File: config.mk
export PLATFORM = sky130hd
export DESIGN_NAME = rec_play_ctrl
export DESIGN_NICKNAME = d
export VERILOG_FILES = /design/src/rtl/rec_play_ctrl.sv
export SDC_FILE = /design/constraint.sdc
export NUM_CORES = 1
export LEC_CHECK = 0
export CAP_MARGIN = 20
export CORE_MARGIN = 2
export CORE_UTILIZATION = 50
export CTS_BUF_LIST = sky130_fd_sc_hd__clkbuf_4 sky130_fd_sc_hd__clkbuf_8
export CTS_CLUSTER_DIAMETER = 30
export DETAILED_ROUTE_END_ITERATION = 10
export PLACE_DENSITY = 0.83
export SETUP_SLACK_MARGIN = 0.15
export SLEW_MARGIN = 5
export SYNTH_ARGS = -nofsm -noshare
export SYNTH_HDL_FRONTEND = slang
export SYNTH_SLANG_ARGS = --single-unit
File: constraint.sdc
create_clock -name i_clk -period 2.6 [get_ports i_clk]
set_input_delay 0.52 -clock i_clk [delete_from_list [all_inputs] [get_ports i_clk]]
set_output_delay 0.52 -clock i_clk [all_outputs]
set_load 0.01 [all_outputs]
File: src/rtl/rec_play_ctrl.sv
`default_nettype none
// ============================================================================
// Module      : rec_play_ctrl
// Description : Record/playback control FSM with per-slot SRAM partitioning,
//               record-full stop and clamped speed/mode selection.
// Revision    : 1.0 - initial release
// ============================================================================
module rec_play_ctrl #(
    parameter  int ADDR_W    = 20,
    parameter  int NUM_SLOTS = 4,
    parameter  int SPEED_W   = 4,
    parameter  int SPEED_MAX = 8,
    localparam int c_SLOT_W  = (NUM_SLOTS > 1) ? $clog2(NUM_SLOTS) : 1
) (
    input  logic                 i_clk,
    input  logic                 i_rst_n,
    input  logic                 i_init_done,
    input  logic                 i_key_rec,
    input  logic                 i_key_play,
    input  logic                 i_key_stop,
    input  logic [c_SLOT_W-1:0]  i_slot_sel,
    input  logic [SPEED_W-1:0]   i_speed_sel,
    input  logic [1:0]           i_mode,
    input  logic [ADDR_W-1:0]    i_rec_addr,
    input  logic                 i_play_done,
    output logic                 o_i2c_start,
    output logic                 o_rec_start,
    output logic                 o_rec_pause,
    output logic                 o_rec_stop,
    output logic                 o_dsp_start,
    output logic                 o_dsp_pause,
    output logic                 o_dsp_stop,
    output logic                 o_sram_wr_sel,
    output logic [ADDR_W-1:0]    o_base_addr,
    output logic [ADDR_W-1:0]    o_end_addr,
    output logic [SPEED_W-1:0]   o_speed,
    output logic                 o_fast,
    output logic                 o_slow_0,
    output logic                 o_slow_1,
    output logic [2:0]           o_state,
    output logic [NUM_SLOTS-1:0] o_slot_valid
);

    localparam int                  c_SLOT_LOG   = $clog2(NUM_SLOTS);
    localparam int                  c_SLOT_SHIFT = ADDR_W - c_SLOT_LOG;
    localparam logic [c_SLOT_W-1:0] c_SLOT_LIM   = c_SLOT_W'(NUM_SLOTS - 1);
    localparam logic [ADDR_W-1:0]   c_SLOT_MASK  = {ADDR_W{1'b1}} >> c_SLOT_LOG;
    localparam logic [SPEED_W-1:0]  c_SPEED_MAX  = SPEED_W'(SPEED_MAX);

    typedef enum logic [2:0] {
        S_IDLE       = 3'd0,
        S_I2C        = 3'd1,
        S_RECD       = 3'd2,
        S_RECD_PAUSE = 3'd3,
        S_PLAY       = 3'd4,
        S_PLAY_PAUSE = 3'd5
    } state_t;

    state_t              r_state;
    logic                r_i2c_pend;
    logic [c_SLOT_W-1:0] r_slot;
    logic [ADDR_W-1:0]   r_end [NUM_SLOTS];

    function automatic logic [ADDR_W-1:0] base_of(input logic [c_SLOT_W-1:0] s);
        return ADDR_W'(s) << c_SLOT_SHIFT;
    endfunction

    logic [c_SLOT_W-1:0] w_slot_req;
    logic [ADDR_W-1:0]   w_base_act;
    logic [ADDR_W-1:0]   w_last_act;
    logic [SPEED_W-1:0]  w_speed;
    logic                w_key_stop, w_key_rec, w_key_play;
    logic                w_full, w_finish, w_play_go;

    // Key priority stop > rec > play: lower keys are dropped outright.
    assign w_key_stop = i_key_stop;
    assign w_key_rec  = i_key_rec & ~i_key_stop;
    assign w_key_play = i_key_play & ~i_key_stop & ~i_key_rec;

    assign w_slot_req = i_slot_sel & c_SLOT_LIM;
    assign w_base_act = base_of(r_slot);
    assign w_last_act = w_base_act | c_SLOT_MASK;
    assign w_speed    = (i_speed_sel == '0)         ? SPEED_W'(1) :
                        (i_speed_sel > c_SPEED_MAX) ? c_SPEED_MAX : i_speed_sel;

    assign w_full    = (r_state == S_RECD) && (i_rec_addr == w_last_act);
    assign w_finish  = w_full ||
                       (w_key_stop && ((r_state == S_RECD) || (r_state == S_RECD_PAUSE)));
    assign w_play_go = w_key_play &&
                       (((r_state == S_IDLE) && o_slot_valid[w_slot_req]) ||
                        (r_state == S_PLAY_PAUSE));

    assign o_state = r_state;

    always_ff @(posedge i_clk or negedge i_rst_n) begin
        if (!i_rst_n) begin
            r_state       <= S_I2C;
            r_i2c_pend    <= 1'b1;
            r_slot        <= '0;
            o_i2c_start   <= 1'b0;
            o_rec_start   <= 1'b0;
            o_rec_pause   <= 1'b0;
            o_rec_stop    <= 1'b0;
            o_dsp_start   <= 1'b0;
            o_dsp_pause   <= 1'b0;
            o_dsp_stop    <= 1'b0;
            o_sram_wr_sel <= 1'b0;
            o_base_addr   <= '0;
            o_end_addr    <= '0;
            o_speed       <= SPEED_W'(1);
            o_fast        <= 1'b0;
            o_slow_0      <= 1'b0;
            o_slow_1      <= 1'b0;
            o_slot_valid  <= '0;
            for (int i = 0; i < NUM_SLOTS; i++) begin
                r_end[i] <= '0;
            end
        end else begin
            o_rec_start <= 1'b0;
            o_rec_pause <= 1'b0;
            o_rec_stop  <= 1'b0;
            o_dsp_start <= 1'b0;
            o_dsp_pause <= 1'b0;
            o_dsp_stop  <= 1'b0;
            o_i2c_start <= r_i2c_pend;
            r_i2c_pend  <= 1'b0;

            // Speed and mode are sampled only on play start and resume.
            if (w_play_go) begin
                o_speed  <= w_speed;
                o_fast   <= (i_mode == 2'd1);
                o_slow_0 <= (i_mode == 2'd2);
                o_slow_1 <= (i_mode == 2'd3);
            end

            if (w_finish) begin
                r_state              <= S_IDLE;
                o_rec_stop           <= 1'b1;
                o_sram_wr_sel        <= 1'b0;
                r_end[r_slot]        <= i_rec_addr;
                o_end_addr           <= i_rec_addr;
                o_slot_valid[r_slot] <= (i_rec_addr != w_base_act);
            end else begin
                case (r_state)
                    S_I2C: begin
                        if (i_init_done) r_state <= S_IDLE;
                    end
                    S_IDLE: begin
                        if (w_key_rec) begin
                            r_slot        <= w_slot_req;
                            o_base_addr   <= base_of(w_slot_req);
                            o_end_addr    <= r_end[w_slot_req];
                            o_sram_wr_sel <= 1'b1;
                            o_rec_start   <= 1'b1;
                            r_state       <= S_RECD;
                        end else if (w_play_go) begin
                            r_slot      <= w_slot_req;
                            o_base_addr <= base_of(w_slot_req);
                            o_end_addr  <= r_end[w_slot_req];
                            o_dsp_start <= 1'b1;
                            r_state     <= S_PLAY;
                        end
                    end
                    S_RECD: begin
                        if (w_key_rec) begin
                            o_rec_pause <= 1'b1;
                            r_state     <= S_RECD_PAUSE;
                        end
                    end
                    S_RECD_PAUSE: begin
                        if (w_key_rec) begin
                            o_rec_start <= 1'b1;
                            r_state     <= S_RECD;
                        end
                    end
                    S_PLAY: begin
                        if (w_key_stop || i_play_done) begin
                            o_dsp_stop <= 1'b1;
                            r_state    <= S_IDLE;
                        end else if (w_key_play) begin
                            o_dsp_pause <= 1'b1;
                            r_state     <= S_PLAY_PAUSE;
                        end
                    end
                    S_PLAY_PAUSE: begin
                        if (w_key_stop) begin
                            o_dsp_stop <= 1'b1;
                            r_state    <= S_IDLE;
                        end else if (w_key_play) begin
                            o_dsp_start <= 1'b1;
                            r_state     <= S_PLAY;
                        end
                    end
                    default: r_state <= S_I2C;
                endcase
            end
        end
    end

endmodule
`default_nettype wire

==> flow_summary.yaml, run 1 <==
outcome:
  outcome: "complete, no violations"
place:
  placed_cell_area_sq_mm: 0.00692
  portBuffers: 78
  gp_congestion: 0.862
  placedCellCount: 640
  place_hpwl_um: 8680
worst_setup_path:
  slowest_delay_ns: 0.51
  r2r_start: "o_state[2]"
  startpoint_type: "input pin"
  startpoint: "i_rec_addr[2]"
  critPathSlowestCell: "clkdlybuf4s50_1"
  crit_path_end_kind: "flop"
  critPathRequiredTime_ns: 2.93
  worstRegToRegCells: 7
  cp_cell_sequence: "clkdlybuf4s50_1, nand4_1, or4_4, o21a_4, nor3b_4, buf_6, clkbuf_16, mux2_2"
  critPathKind: "in -> reg"
  cp_max_fo: 8
  crit_arrival_ns: 2.92
pwr:
  ir_drop_v: 0.000446
  p_switching_mw: 2.41
  intPower_mw: 5.70
  switching_share: 0.297
  pwr-share-clk: 0.215
  p_per_area_mw_per_mm2: 1050
  comb_power_share: 0.373
  leakagePower_nw: 3.66
  p_seq_frac: 0.412
sta:
  fin_setup_tns_ns: 0
  drv_slew: 0
  min_period_ns: 2.59
  fin_crit_sh: 0.996
  whs_ns: 0.0858
  finClkSkew_ns: 0.00962
  max_slew_margin: 0.587
  final_hold_viol_count: 0
  worst_pin_slew_ns: 0.619
  setup_viol: 0
  timing.fmax_mhz: 386
  rsz0062_at_grt: "true"
yosys:
  synth_compound_area_frac: 0.0772
  synth_mux_area_frac: 0.268
  synth_area_sq_mm: 0.00575
  synth.top_cell.area_share: 0.531
  synth-seq-cells: 125
  avgSynthCellArea_sq_um: 14.4
  yosysMostFrequentCell: "dfrtp_1"
  synth-simple-area-share: 0.0548
  dominantRegCellSynth: "dfrtp_1"
  synth_top_area_cell: "dfrtp_1"
  syn_inst: 399
  synth_top_family_by_area: "multiplexers"
  synth_area_leaders: "dfrtp_1 53%, mux2_2 13%, mux4_2 8.2%, mux2_4 5.2%, a22o_1 3.0%"
  synth_edf_count: 0
  synthAdderAreaFrac: 0
  synth.yosys.warnings: 0
  yosys-top-cells-count: "122 x dfrtp_1, 66 x mux2_2, 21 x mux4_2"
  yosysUniqueCellTypes: 42
  synth_xor_area_frac: 0.00457
  ys_seq_area_frac: 0.544
  async_flop_share: 1.00
routing:
  via_count: 4045
  drt-wirelength-per-cell_um: 22.8
  drt_pre_antenna_iters: 5
  routed_via_density: 5.91
  first_iter_violations: 366
  route.detailed.drc: 0
  ant_nets: 0
  drt_wl_total_um: 15600
floorplanning:
  coreArea_sq_mm: 0.0113
  initial_utilization: 0.508
  rows: 39
  die_y_um: 111
  io_pins: 97
  die-area_sq_mm: 0.0124
  die_x_um: 111
cts:
  clk_latency_ns: 0.44
  clock_sinks: 125
  numCtsBuffers: 17
  cts_root_buffer: "clkbuf_8"
  cts_tree: "done"
  cts_max_level: 4
  ctsHoldBuffers: 0
  clk_pin_slew_ns: 0.07
  clk_path_buf_depth: 2
grt:
  grt_pass1_wl_um: 21900
  grt_pass1_vias: 4059
  grt_max_degree: 48
  antenna_found_initial: 0
  grt_overflow: 0
  grt.total_usage: 0.231
worst_hold_path:
  hold_class: "in -> async"
finish:
  drive_above_1_share: 0.388
  design_area_sq_mm: 0.00771
  final_nets: 563
  diodes: 0
  fin_util: 0.681
  area_growth_pct: 34.1
  finalNonFillerCells: 684
run:
  cap_violations: 0
==> power groups by stage <==
| stage | combinational, mW | clock, mW | sequential, mW |
|---|---|---|---|
| final | 3.02 | 1.75 | 3.35 |
| after global placement | 2.57 | 0 | 3.22 |
| after CTS | 2.73 | 1.76 | 3.28 |
| after floorplan | 1.52 | 0 | 3.31 |
| after global routing | 3.19 | 1.86 | 3.41 |
| after detailed placement | 2.67 | 0 | 3.28 |
==> layout make-up <==
cell class | instances | area [sq um]
fillers | 752 | 3610
well taps | 143 | 179
multi-input cells | 245 | 2620
flip-flops and latches | 125 | 3130
repair buffers | 131 | 1350
clock inverters | 12 | 145
clock buffers | 20 | 263
inverters | 8 | 30.0
==> cells by family after synthesis <==
group           Yosys count
mux                     109
other cells               1
flops                   125
compound gates           59
buf+inv                  50
simple gates             52
xor+xnor                  3
==> stage by stage <==
step,worst slack (ns),total power [mW]
after global routing,0.00681,8.47
after global placement,-0.475,5.79
after detailed placement,-0.508,5.95
after floorplan,0.109,4.82
final,0.0103,8.12
after CTS,0.159,7.78
==> worst max-delay path: cells and delay by family <==
kind	cells	cell delay, ns
AND/OR/NAND/NOR	3	0.93
AO/OA/AOI/OAI	1	0.30
multiplexers	1	0.33
buffers and inverters	3	0.83
==> registers in the layout (all words and copies together) (netlist names), 2 cells and up <==
name          flops
o_base_addr       2
o_end_addr       20
o_slot_valid      4
o_speed           4
o_state           3
r_end            80
==> per-layer routing <==
metal	part of all wire	global-route usage	vias up
met2	0.51	0.376	210
met3	0.059	0.0514	34
met1	0.41	0.302	2097
li1	-	-	1704
met4	0.022	0.0955	0
met5	0	0	-
==> cell usage in the layout, fill, tap and decap left out, drive strengths merged, types with 4 or more instances in the layout <==
| cell | synthesis | layout |
|---|---|---|
| nor3b | 4 | 4 |
| buf | 29 | 50 |
| mux2 | 88 | 88 |
| mux4 | 21 | 21 |
| inv | 8 | 8 |
| or3 | 2 | 5 |
| clkdlybuf4s50 | 0 | 64 |
| dlygate4sd2 | 0 | 12 |
| clkbuf | 13 | 24 |
| clkinv | 0 | 8 |
| a21o | 20 | 20 |
| nand4 | 4 | 4 |
| nand3b | 5 | 5 |
| a21oi | 5 | 5 |
| a22o | 20 | 20 |
| nor4 | 6 | 6 |
| conb | 1 | 19 |
| nand2 | 7 | 7 |
| dfrtp | 122 | 122 |
| o21ai | 7 | 7 |
| nor2 | 9 | 9 |
==> final timing paths <==
kind / to / slack, ns
max in group asynchronous: r_i2c_pend / 1.79
min: r_end[18] / 0.09
max: r_end[55] / 0.01
min reg2reg: o_i2c_start / 0.39
min in group i_clk: o_i2c_start / 0.39
max reg2reg: r_end[55] / 0.03
==> timing repair <==
| item | in CTS | in global routing |
|---|---|---|
| buffers inserted | 1 | 4 |
| gates cloned | 3 | 4 |
| setup endpoints to repair | 104 | 102 |
| gates resized for setup | 25 | 51 |
| pin swaps | 7 | 6 |
Power figures use the tool's default switching activity.
==> inputs of run 2 (changes only) <==
--- a/config.mk
+++ b/config.mk
@@ -9,9 +9,9 @@
 export CORE_MARGIN = 2
 export CORE_UTILIZATION = 50
 export CTS_BUF_LIST = sky130_fd_sc_hd__clkbuf_4 sky130_fd_sc_hd__clkbuf_8
-export CTS_CLUSTER_DIAMETER = 30
 export DETAILED_ROUTE_END_ITERATION = 10
 export PLACE_DENSITY = 0.83
+export RECOVER_POWER = 25
 export SETUP_SLACK_MARGIN = 0.15
 export SLEW_MARGIN = 5
 export SYNTH_ARGS = -nofsm -noshare
==> constraint.sdc (replaced) <==
create_clock -name i_clk -period 2.23 [get_ports i_clk]
set_input_delay 0.446 -clock i_clk [delete_from_list [all_inputs] [get_ports i_clk]]
set_output_delay 0.446 -clock i_clk [all_outputs]
set_load 0.01 [all_outputs]
==> run 2 against run 1 <==
Compared with the run above:
- the flow now finishes with violations (setup timing)
- critical path depth is the same
- core utilization grew 0.78 points
- sequential power grew 17%
- first-iteration DRC count shrank 0.82%
- sequential cell count is the same
- clock-buffer cell count grew 2
- register-to-register slack lost 0.36 ns
- critical path type unchanged
- critical endpoint is now r_end[35]
- largest cell class unchanged
==> flow_summary.yaml, run 2 (synthesized netlist as in run 1, its figures left out) <==
worst_setup_path:
  path_buf_inv: 3
  crit_arrival_ns: 2.91
  crit_path_frequent_cell: "buf_6"
  critPathTopFamily: "simple AND/OR/NAND/NOR gates"
  cp_cell_sequence: "clkdlybuf4s50_1, nand4_1, or4_4, o21a_4, buf_6, nor3b_4, buf_6, mux2_4"
  crit_path_end_kind: "flop"
  startpoint_type: "input pin"
  critPathSlowestCell: "or4_4"
  critPathKind: "in -> reg"
  critPathRequiredTime_ns: 2.56
  slowest_delay_ns: 0.56
  cp_max_fo: 8
sta:
  timing.fmax_mhz: 389
  setup_viol: 104
  min_period_ns: 2.57
  finClkSkew_ns: 0.00796
  fin_crit_sh: 1.15
  setup_slack_ns: -0.343
  drv_slew: 0
  rsz0062_at_grt: "true"
  whs_ns: 0.392
  fin_setup_tns_ns: -27.08
  worst_pin_slew_ns: 1.04
  max_slew_margin: 0.307
  final_hold_viol_count: 0
routing:
  drt_pre_antenna_iters: 5
  routed_via_density: 5.89
  via_count: 4037
  drt-wirelength-per-cell_um: 22.0
  ant_nets: 0
  drt_wl_total_um: 15000
  route.detailed.drc: 0
  first_iter_violations: 363
floorplanning:
  die-area_sq_mm: 0.0124
  coreArea_sq_mm: 0.0113
  rows: 39
  initial_utilization: 0.508
  die_y_um: 111
  io_pins: 97
  die_x_um: 111
pwr:
  pwr-share-clk: 0.239
  leakagePower_nw: 3.69
  p_per_area_mw_per_mm2: 1260
  p_seq_frac: 0.397
  comb_power_share: 0.364
  p_switching_mw: 2.82
  intPower_mw: 7.05
  ir_drop_v: 0.000647
  switching_share: 0.286
place:
  portBuffers: 78
  post-place-ws_ns: -0.815
  gp_congestion: 0.874
  place_hpwl_um: 9650
cts:
  numCtsBuffers: 17
  clk_pin_slew_ns: 0.07
  cts_tree: "done"
  cts_max_level: 4
  clk_path_buf_depth: 2
  cts_root_buffer: "clkbuf_8"
  clk_latency_ns: 0.45
  clock_sinks: 125
grt:
  grt_max_degree: 53
  grt_overflow: 0
  grt_pass1_wl_um: 24100
  antenna_found_initial: 0
  grt.total_usage: 0.255
  grt_pass1_vias: 4319
finish:
  final_nets: 564
  largest_register: "r_end"
  drive_above_1_share: 0.389
  largest_reg_flops: 80
  final_cell_mix: "122 x dfrtp_1, 83 x mux2_4, 70 x clkdlybuf4s50_1"
  diodes: 0
  top_regs: "r_end: 80 flops, o_end_addr: 20 flops"
  area_growth_pct: 35.6
  final_common_cell: "dfrtp_1"
  fillCellCount: 714
outcome:
  outcome: "finished with violations"
  violations: "setup timing"
run:
  cap_violations: 0
worst_hold_path:
  hold_class: "reg -> reg"
-- run 2: layout make-up --
type	count	area [sq um]	share of cell area
clock buffers	22	297	0.0380
clock inverters	10	184	0.0236
inverters	8	30.0	0.00385
multi-input cells	243	2690	0.345
flip-flops and latches	125	3130	0.401
well taps	143	179	0.0229
repair buffers	134	1290	0.165
-- run 2: final timing paths --
check,startpoint,end,slack [ns],cells after the start
max,i_rec_addr[1],r_end[35],-0.34,8
min,r_i2c_pend,o_i2c_start,0.39,0
max reg2reg,o_state[2],r_end[35],-0.33,7
min reg2reg,r_i2c_pend,o_i2c_start,0.39,0
max in group asynchronous,i_rst_n,r_end[68],0.54,3
min in group asynchronous,i_rst_n,o_i2c_start,0.73,2
-- run 2: stage by stage --
stage	cell area [sq um]	power, mW	instances	utilization
2_1_floorplan	6140	6.02	417	-
3_3_place_gp	7220	7.18	649	0.638
3_5_place_dp	7220	7.38	649	0.638
4_1_cts	7790	9.84	684	0.688
5_1_grt	7800	10.3	685	0.689
6_report	7800	9.87	685	0.689
-- run 2: layer usage --
| layer | global-route usage | routed length [um] | vias up |
|---|---|---|---|
| li1 | - | - | 1706 |
| met1 | 0.337 | 6240 | 2070 |
| met2 | 0.405 | 7340 | 221 |
| met3 | 0.0672 | 1000 | 40 |
| met4 | 0.103 | 456 | 0 |
| met5 | 0 | 0 | - |
-- run 2: worst register-to-register path: cells and delay by family, from the launching register on --
family                 cells  cell delay [ns]
buffers and inverters      2             0.34
AOI/OAI and AO/OA          1             0.23
and+or+nand+nor            3             1.17
DFF                        1             0.39
muxes                      1             0.32
-- run 2: power groups by stage --
| stage | Combinational, mW | Sequential (mW) | Clock [mW] |
|---|---|---|---|
| final | 3.60 | 3.92 | 2.36 |
| after global routing | 3.80 | 4.00 | 2.49 |
| after global placement | 3.38 | 3.80 | 0 |
| after CTS | 3.59 | 3.88 | 2.37 |
| after detailed placement | 3.50 | 3.87 | 0 |
| after floorplan | 2.14 | 3.87 | 0 |
-- run 2: what timing repair did --
item                                    CTS  global route
endpoints found under the setup margin  110           106
hold buffers                              1             0
gates cloned                              1             0
resized for setup                        24             3
buffers inserted                          1             1
hold endpoints to repair                 32             0
pin swaps                                 4             3
